### src/rtl/noc_pkg.sv
// Shared definitions for NoC traffic sources: flit field layout, flit types
// and the generator FSM state encoding.
package noc_pkg;

    localparam logic [1:0] FLIT_BODY   = 2'b00;
    localparam logic [1:0] FLIT_HEAD   = 2'b01;
    localparam logic [1:0] FLIT_TAIL   = 2'b10;
    localparam logic [1:0] FLIT_SINGLE = 2'b11;

    localparam int TYPE_LSB = 30;
    localparam int DSTX_LSB = 28;
    localparam int DSTY_LSB = 26;
    localparam int SRCX_LSB = 24;
    localparam int SRCY_LSB = 22;
    localparam int LEN_LSB  = 16;
    localparam int SEQ_LSB  = 0;
    localparam int BSEQ_LSB = 16;
    localparam int IDX_LSB  = 0;

    typedef logic [31:0] flit_t;

    typedef enum logic [2:0] {
        S_IDLE,
        S_HEAD,
        S_BODY,
        S_WAIT,
        S_DONE
    } tg_state_t;

    // Folds a 2-bit random value into 0..mesh-1 (mesh is 2..4).
    function automatic logic [1:0] fold_coord(input logic [1:0] v, input int mesh);
        logic [2:0] m;
        logic [2:0] w;
        m = 3'(mesh);
        w = {1'b0, v};
        if (w >= m) return 2'(w - m);
        return v;
    endfunction

endpackage

### src/rtl/noc_lfsr16.sv
// 16-bit Fibonacci LFSR (taps 16,14,13,11), shifting toward bit 0; steps once
// per cycle that i_advance is high.
module noc_lfsr16 #(
    parameter logic [15:0] SEED = 16'hACE1
) (
    input  logic        clk,
    input  logic        rst,
    input  logic        i_advance,
    output logic [15:0] o_state
);

    logic [15:0] r_state;
    logic        w_fb;

    assign w_fb    = r_state[0] ^ r_state[2] ^ r_state[3] ^ r_state[5];
    assign o_state = r_state;

    always_ff @(posedge clk) begin
        if (!rst) begin
            r_state <= SEED;
        end else if (i_advance) begin
            r_state <= {w_fb, r_state[15:1]};
        end
    end

endmodule

### src/rtl/noc_traffic_gen.sv
// Synthetic packet source for one router local port: head/body/tail flits,
// pseudo-random destinations, inter-packet gap and a packet quota.
//
// state  | meaning
// IDLE   | not generating; en seen here launches via a zero-length WAIT
// HEAD   | head (or single) flit presented, waiting for ack
// BODY   | body/tail flits presented, index 1..PKT_LEN-1
// WAIT   | inter-packet gap; decides DONE / IDLE / HEAD when it expires
// DONE   | quota reached, terminal until reset
module noc_traffic_gen
    import noc_pkg::*;
#(
    parameter int          SRC_X     = 0,
    parameter int          SRC_Y     = 0,
    parameter int          MESH_X    = 3,
    parameter int          MESH_Y    = 3,
    parameter int          PKT_LEN   = 4,
    parameter int          GAP       = 8,
    parameter int          NUM_PKTS  = 16,
    parameter logic [15:0] LFSR_SEED = 16'hACE1
) (
    input  logic        clk,
    input  logic        rst,
    input  logic        en,
    output logic [31:0] flit_out,
    output logic        flit_req,
    input  logic        flit_ack,
    output logic [15:0] pkt_sent,
    output logic        busy,
    output logic        done
);

    tg_state_t   r_state;
    tg_state_t   w_state_nxt;
    logic [15:0] r_seq;
    logic [5:0]  r_idx;
    logic [7:0]  r_gap;
    logic [15:0] r_pkt_sent;
    logic        r_done;

    logic [15:0] w_lfsr;
    logic        w_unused;
    logic [1:0]  w_dst_x_raw;
    logic [1:0]  w_dst_x;
    logic [1:0]  w_dst_y;
    logic        w_hit;
    logic        w_xfer;
    logic        w_head_xfer;
    logic        w_last;
    logic        w_tail_xfer;
    logic [15:0] w_sent_inc;
    flit_t       w_head;
    flit_t       w_body;

    noc_lfsr16 #(
        .SEED (LFSR_SEED)
    ) u_lfsr (
        .clk       (clk),
        .rst       (rst),
        .i_advance (w_head_xfer),
        .o_state   (w_lfsr)
    );

    // Only the low nibble feeds destination selection.
    assign w_unused = ^w_lfsr[15:4];

    assign w_dst_x_raw = fold_coord(w_lfsr[1:0], MESH_X);
    assign w_dst_y     = fold_coord(w_lfsr[3:2], MESH_Y);
    assign w_hit       = (w_dst_x_raw == 2'(SRC_X)) && (w_dst_y == 2'(SRC_Y));
    assign w_dst_x     = !w_hit ? w_dst_x_raw :
                         ((32'(w_dst_x_raw) + 1 == MESH_X) ? 2'd0 : w_dst_x_raw + 2'd1);

    assign w_xfer      = flit_req && flit_ack;
    assign w_head_xfer = w_xfer && (r_state == S_HEAD);
    assign w_last      = (r_idx == 6'(PKT_LEN - 1));
    assign w_tail_xfer = w_xfer && (((r_state == S_HEAD) && (PKT_LEN == 1)) ||
                                    ((r_state == S_BODY) && w_last));
    assign w_sent_inc  = (r_pkt_sent == 16'hFFFF) ? 16'hFFFF : r_pkt_sent + 16'd1;

    always_comb begin
        w_head = '0;
        w_head[TYPE_LSB +: 2]  = (PKT_LEN == 1) ? FLIT_SINGLE : FLIT_HEAD;
        w_head[DSTX_LSB +: 2]  = w_dst_x;
        w_head[DSTY_LSB +: 2]  = w_dst_y;
        w_head[SRCX_LSB +: 2]  = 2'(SRC_X);
        w_head[SRCY_LSB +: 2]  = 2'(SRC_Y);
        w_head[LEN_LSB +: 6]   = 6'(PKT_LEN);
        w_head[SEQ_LSB +: 16]  = r_seq;
        w_body = '0;
        w_body[TYPE_LSB +: 2]  = w_last ? FLIT_TAIL : FLIT_BODY;
        w_body[BSEQ_LSB +: 14] = r_seq[13:0];
        w_body[IDX_LSB +: 16]  = {10'd0, r_idx};
    end

    always_comb begin
        w_state_nxt = r_state;
        flit_req    = 1'b0;
        flit_out    = '0;
        busy        = 1'b0;
        case (r_state)
            S_IDLE: begin
                if (en && !r_done) w_state_nxt = S_WAIT;
            end
            S_HEAD: begin
                flit_req = 1'b1;
                busy     = 1'b1;
                flit_out = w_head;
                if (w_xfer) w_state_nxt = (PKT_LEN == 1) ? S_WAIT : S_BODY;
            end
            S_BODY: begin
                flit_req = 1'b1;
                busy     = 1'b1;
                flit_out = w_body;
                if (w_xfer && w_last) w_state_nxt = S_WAIT;
            end
            S_WAIT: begin
                if (r_gap == 8'd0) begin
                    if (r_done)   w_state_nxt = S_DONE;
                    else if (!en) w_state_nxt = S_IDLE;
                    else          w_state_nxt = S_HEAD;
                end
            end
            S_DONE: begin
                w_state_nxt = S_DONE;
            end
            default: w_state_nxt = S_IDLE;
        endcase
    end

    always_ff @(posedge clk) begin
        if (!rst) begin
            r_state    <= S_IDLE;
            r_seq      <= '0;
            r_idx      <= '0;
            r_gap      <= '0;
            r_pkt_sent <= '0;
            r_done     <= 1'b0;
        end else begin
            r_state <= w_state_nxt;
            if (w_head_xfer) begin
                r_idx <= 6'd1;
            end else if (w_xfer) begin
                r_idx <= r_idx + 6'd1;
            end
            if (r_state == S_IDLE) begin
                r_gap <= '0;
            end else if (w_tail_xfer) begin
                r_gap <= 8'(GAP);
            end else if ((r_state == S_WAIT) && (r_gap != 8'd0)) begin
                r_gap <= r_gap - 8'd1;
            end
            if (w_tail_xfer) begin
                r_seq      <= r_seq + 16'd1;
                r_pkt_sent <= w_sent_inc;
                if ((NUM_PKTS != 0) && (w_sent_inc == 16'(NUM_PKTS))) r_done <= 1'b1;
            end
        end
    end

    assign pkt_sent = r_pkt_sent;
    assign done     = r_done;

endmodule

### config.mk
export PLATFORM = sky130hd
export DESIGN_NAME = noc_traffic_gen
export DESIGN_NICKNAME = d
export VERILOG_FILES = /design/src/rtl/noc_pkg.sv /design/src/rtl/noc_lfsr16.sv /design/src/rtl/noc_traffic_gen.sv
export SDC_FILE = /design/constraint.sdc
export NUM_CORES = 1
export LEC_CHECK = 0
export ABC_AREA = 1
export BUFFER_PORTS_ARGS = -buffer_cell sky130_fd_sc_hd__buf_4
export CORE_MARGIN = 2
export CORE_UTILIZATION = 50
export CTS_BUF_LIST = sky130_fd_sc_hd__clkbuf_8 sky130_fd_sc_hd__clkbuf_16
export DETAILED_ROUTE_END_ITERATION = 16
export MAX_ROUTING_LAYER = met4
export PLACE_DENSITY = 0.83
export REMOVE_ABC_BUFFERS = 1
export SYNTH_ARGS = -nofsm -noshare
export SYNTH_HDL_FRONTEND = slang
export SYNTH_SLANG_ARGS = --single-unit
### constraint.sdc
create_clock -name clk -period 2 [get_ports clk]
set_clock_uncertainty 0.05 [all_clocks]
set_input_delay 0.2 -clock clk [delete_from_list [all_inputs] [get_ports clk]]
set_output_delay 0.2 -clock clk [all_outputs]
set_load 0.05 [all_outputs]
# == After elaboration in Yosys (flattened, before gate mapping) ==
# Index checks and enable logic that the tools add are counted.
# word_totals
reg_bits,66
in_bits,4
out_inout_bits,51
elab_cells,80
# op_classes
addsub,8
n_lt_le_gt_ge,2
n_eq_ne,12
n_mux,23
n_bitwise,4
reduce_logical,22
# op_table
cell,count
one-hot mux 32 bit (2 select lines),1
adder 16 x 1 -> 16 bit (second input constant),2
equality test 16 bit (second input constant),1
equality test 16 x 5 -> 1 bit (second input constant),1
2-to-1 mux 16 bit,1
2-to-1 mux 3 bit,5
one-hot mux 3 bit (5 select lines),1
2-to-1 mux 2 bit,7
equality test 3 x 2 -> 1 bit (second input constant),3
logical AND 1 bit,8
logical NOT 8 bit,1
2-to-1 mux 4 bit,2
nonzero test 8 bit,1
subtractor 8 x 1 -> 8 bit (second input constant),1
adder 6 x 1 -> 6 bit (second input constant),1
equality test 6 x 2 -> 1 bit (second input constant),1
2-to-1 mux 1 bit,6
!= test 2 bit (second input constant),3
OR reduction 2 bit,3
>= comparator 2 bit (second input constant),2
logical NOT 2 bit,2
AND reduction 4 bit,1
nonzero test 2 bit,2
subtractor 2 bit (second input constant),2
other kinds (11),13

# == Logic depth before layout (Yosys ltp) ==
# logic_depth
depth_word,8
depth_mapped,12
mapped_depth_nobuf,12

# == By module ==
# A second synthesis with hierarchy kept.
# unflattened
hier_cells,549
area_unflattened_um2,3651.0
# by_module_without_submodules
module,instances,cells_each,area_each_um2,seq_area_each_um2
noc_traffic_gen,1,467,3024.2,1001.0
noc_lfsr16,1,82,626.9,320.3

# == Worst setup path after synthesis ==
# OpenSTA, ideal clock, no wires.
# synth_timing
path_type,reg2out
from,register r_state[0]
to,output flit_out[18]
arrival_ns,1.876
required_time_ns,1.750
setup_slack_ns,-0.126
path_stages_with_launch,5
path_buffers,1
cell_sequence,dfxtp_1 inv_1 nand3_4 clkbuf_1 o21ai_0
# synth_between
elab_chain_len,2
elab_cells_between_ends,3
classes_between,eq/ne: 2; mux: 1
# synth_rtl
item,line_no,rtl
start: declaration,noc_traffic_gen.sv:33,tg_state_t r_state;
start signal: assignment,noc_traffic_gen.sv:139,r_state <= w_state_nxt;
equality test 3 x 2 -> 1 bit / equality test 3 x 1 -> 1 bit (equally long branches),noc_traffic_gen.sv:100,case (r_state)
one-hot mux 32 bit (2 select lines) (*),noc_traffic_gen.sv:100,
end: declaration,noc_traffic_gen.sv:25,"output logic [31:0] flit_out,"
# Every way passes the cells marked *; elsewhere a longest branch is shown, timed or not.

# == Worst setup path after layout ==
# layout_timing
from,register r_state[2]
to,output flit_out[28]
# The elaborated chain is that of the path after synthesis.

==> out/qor.csv <==
metric;value;unit
hp-class;primary input to flop;
maxCapViolations;0;
grt_pass1_vias;3559;
synth_top_cell_area_share;36.3;%
ios;55;
yosys_most_used_dff;dfxtp_1;
dr.pass1.iters;4;
p_sw_share;38.0;%
cts_root_buf;clkbuf_8;
syn-mean-instance-area;6.63;um2
grt_max_degree;35;
worst_path_max_delay_cell;dfxtp_1;
setup_viol;0;
wire_per_inst;13.2;um
rows;31;
clockPowerShare;27.8;%
yosysWarnings;0;
ys_seq_area_share;36.3;%
drt_wl_total;9.58;mm
drtIter0Drc;142;
slew_headroom;67.5;%
initial_core_util;51.0;%
synth.distinct_cells;35;
tightestPinTransition;487;ps
drtAntennaViolNets;0;
worstSetupPathType;flop to output port;
htreeDepth;3;
antennaDiodeCount;0;
finalHoldViolCount;0;
place_congestion;0.908;
finalMaxSlewViolations;0;
finalInstanceArea;4500;um2
syn2layout_area_growth;23.6;%
drc;0;
insertion_delay;350;ps
grt_pass1_wl;15.8;mm
die_area;7980;um2
comb_power_share;32.5;%
cp_max_fo;14;
fmax;531;MHz
total_power;3880;uW
period_share;94.1;%
die_x;89.3;um
synth_top_area_cell;dfxtp_1;
seqPwrFrac;39.7;%
synthesis.area;3640;um2
hpwl;6.75;mm
core_area;7140;um2
vias;3812;
path_cells;inv_1 > nand3_4 > buf_6 > o22ai_1 > buf_4;
layout.nets;632;
clkSlewWorstSetupHoldPaths;70;ps
cts_buffers;9;
critPathMaxStageDelay;350;ps
switchingPower;1470;uW
worstPathRequired;1750;ps
vias_per_cell;5.27;
cts_sinks;66;
layout_commonest_cell;nand2_1;
fin_crit;1880;ps
cp-end-kind;output port;
port_buffers;54;
holdBufCountCts;0;
p_int;2410;uW
crit_path_start_kind;flop;
yosys_register_bits;66;
die_h;89.3;um
worst-endpoint-arrival;1630;ps
p_per_area;862;nW/um2
gr-total-overflow;0;
grt_usage;25.9;%
syn_inst;549;
layout_common_cells;107 x nand2_1, 83 x nor2_1, 77 x inv_1;
worst_ir_drop_vdd;522;uV
cts_tree;done;
drive_gt1_share;18.3;%
synth.area.top_cells;dfxtp_1 36%, nand2_1 11%, nor2_1 9.2%, inv_1 8.0%, a21oi_1 5.0%;
ys_async_sr_fraction;0;%
place_area;4200;um2
outcome;completed;
synth_edf_count;0;
p_leak;0.00192;uW
clk_path_buf_depth;2;
antenna_found_initial;0;
## worst paths after layout
check	from	endpoint	slack (ps)	cells after the start
setup / recovery	r_state[2]$_SDFFE_PN0P_	flit_out[28]	120	5
hold / removal	rst	u_lfsr.o_state[6]$_SDFFE_PN1P_	170	2
setup reg to reg	r_idx[1]$_SDFFE_PP0P_	pkt_sent[2]$_SDFFE_PN0P_	120	7
hold reg to reg	u_lfsr.o_state[7]$_SDFFE_PN1P_	u_lfsr.o_state[7]$_SDFFE_PN1P_	420	2
## kinds of logic (layout without fill, tap and decap cells)
group | count (synthesis) | after routing | share of synthesized area, %
compound gates | 99 | 99 | 15.6
xor+xnor | 12 | 12 | 2.89
fa+ha+maj | 8 | 8 | 2.75
buf+inv | 96 | 171 | 10.7
flops | 66 | 66 | 36.3
simple gates | 268 | 268 | 31.7
## state kept, by name, summed over array words and instances (netlist names)
signal,flops
done,1
r_idx,6
r_seq,16
r_state,3
pkt_sent,16
u_lfsr.o_state,16
r_gap,8
## final cells by class
| cell class | count | area, um2 |
|---|---|---|
| timing repair buffer | 77 | 597 |
| clock buffer | 13 | 179 |
| clock inverter | 2 | 10.0 |
| multi-input combinational | 387 | 1960 |
| inverter | 79 | 297 |
| tap | 99 | 124 |
| fill | 676 | 2640 |
| sequential | 66 | 1330 |
## metal layers
layer  wire length, um  global-route usage (%)  vias to the layer above
met5                 0                       -                        -
met4               165                    11.3                        0
met3               473                    4.62                       16
met2              4670                    42.3                       98
met1              4270                    31.3                     1763
li1                  -                       -                     1935
## Yosys cell counts (2+ instances only)
master / count
a221oi_1: 3
clkbuf_1: 7
buf_6: 3
nand4_1: 14
nor3_1: 11
inv_1: 78
a31oi_1: 3
buf_1: 3
a21oi_1: 36
a211oi_1: 10
dfxtp_1: 66
ha_1: 8
nand3_1: 36
xnor2_1: 3
buf_2: 3
o21ai_0: 34
o22ai_1: 7
o211ai_1: 2
xor2_1: 9
nand2_1: 107
nand2_2: 2
o21a_1: 3
nor2_1: 89
## metrics by stage
stage	setup WS, ps	util, %	TNS (ps)	hold slack (ps)	std cells
after CTS	10.2	61.7	0	153	718
after global routing	-32.6	63.0	-50.7	177	723
after floorplan	-155	-	-1230	234	532
final	117	63.0	0	170	723
after detailed placement	70.1	58.9	0	402	702
after global placement	172	58.9	0	390	702
## critical path: cells and delay by family, from the launching register on
kind / cells / cell delay, ps
DFF: 1 / 350
buffers and inverters: 3 / 580
and+or+nand+nor: 1 / 190
AOI/OAI and AO/OA: 1 / 160
## repair_timing
item	4_1_cts	5_1_grt
gates resized for setup	1	22
setup buffers	1	5
setup endpoints to repair	4	28
pin swaps	1	5
## power groups by stage
stage	combinational [uW]	clock (uW)	sequential, uW
floorplan	838	0	1540
global placement	1160	0	1540
detailed placement	1190	0	1550
CTS	1230	1090	1520
global route	1390	1140	1550
finish	1260	1080	1540
(Power assumes the default switching activity.)
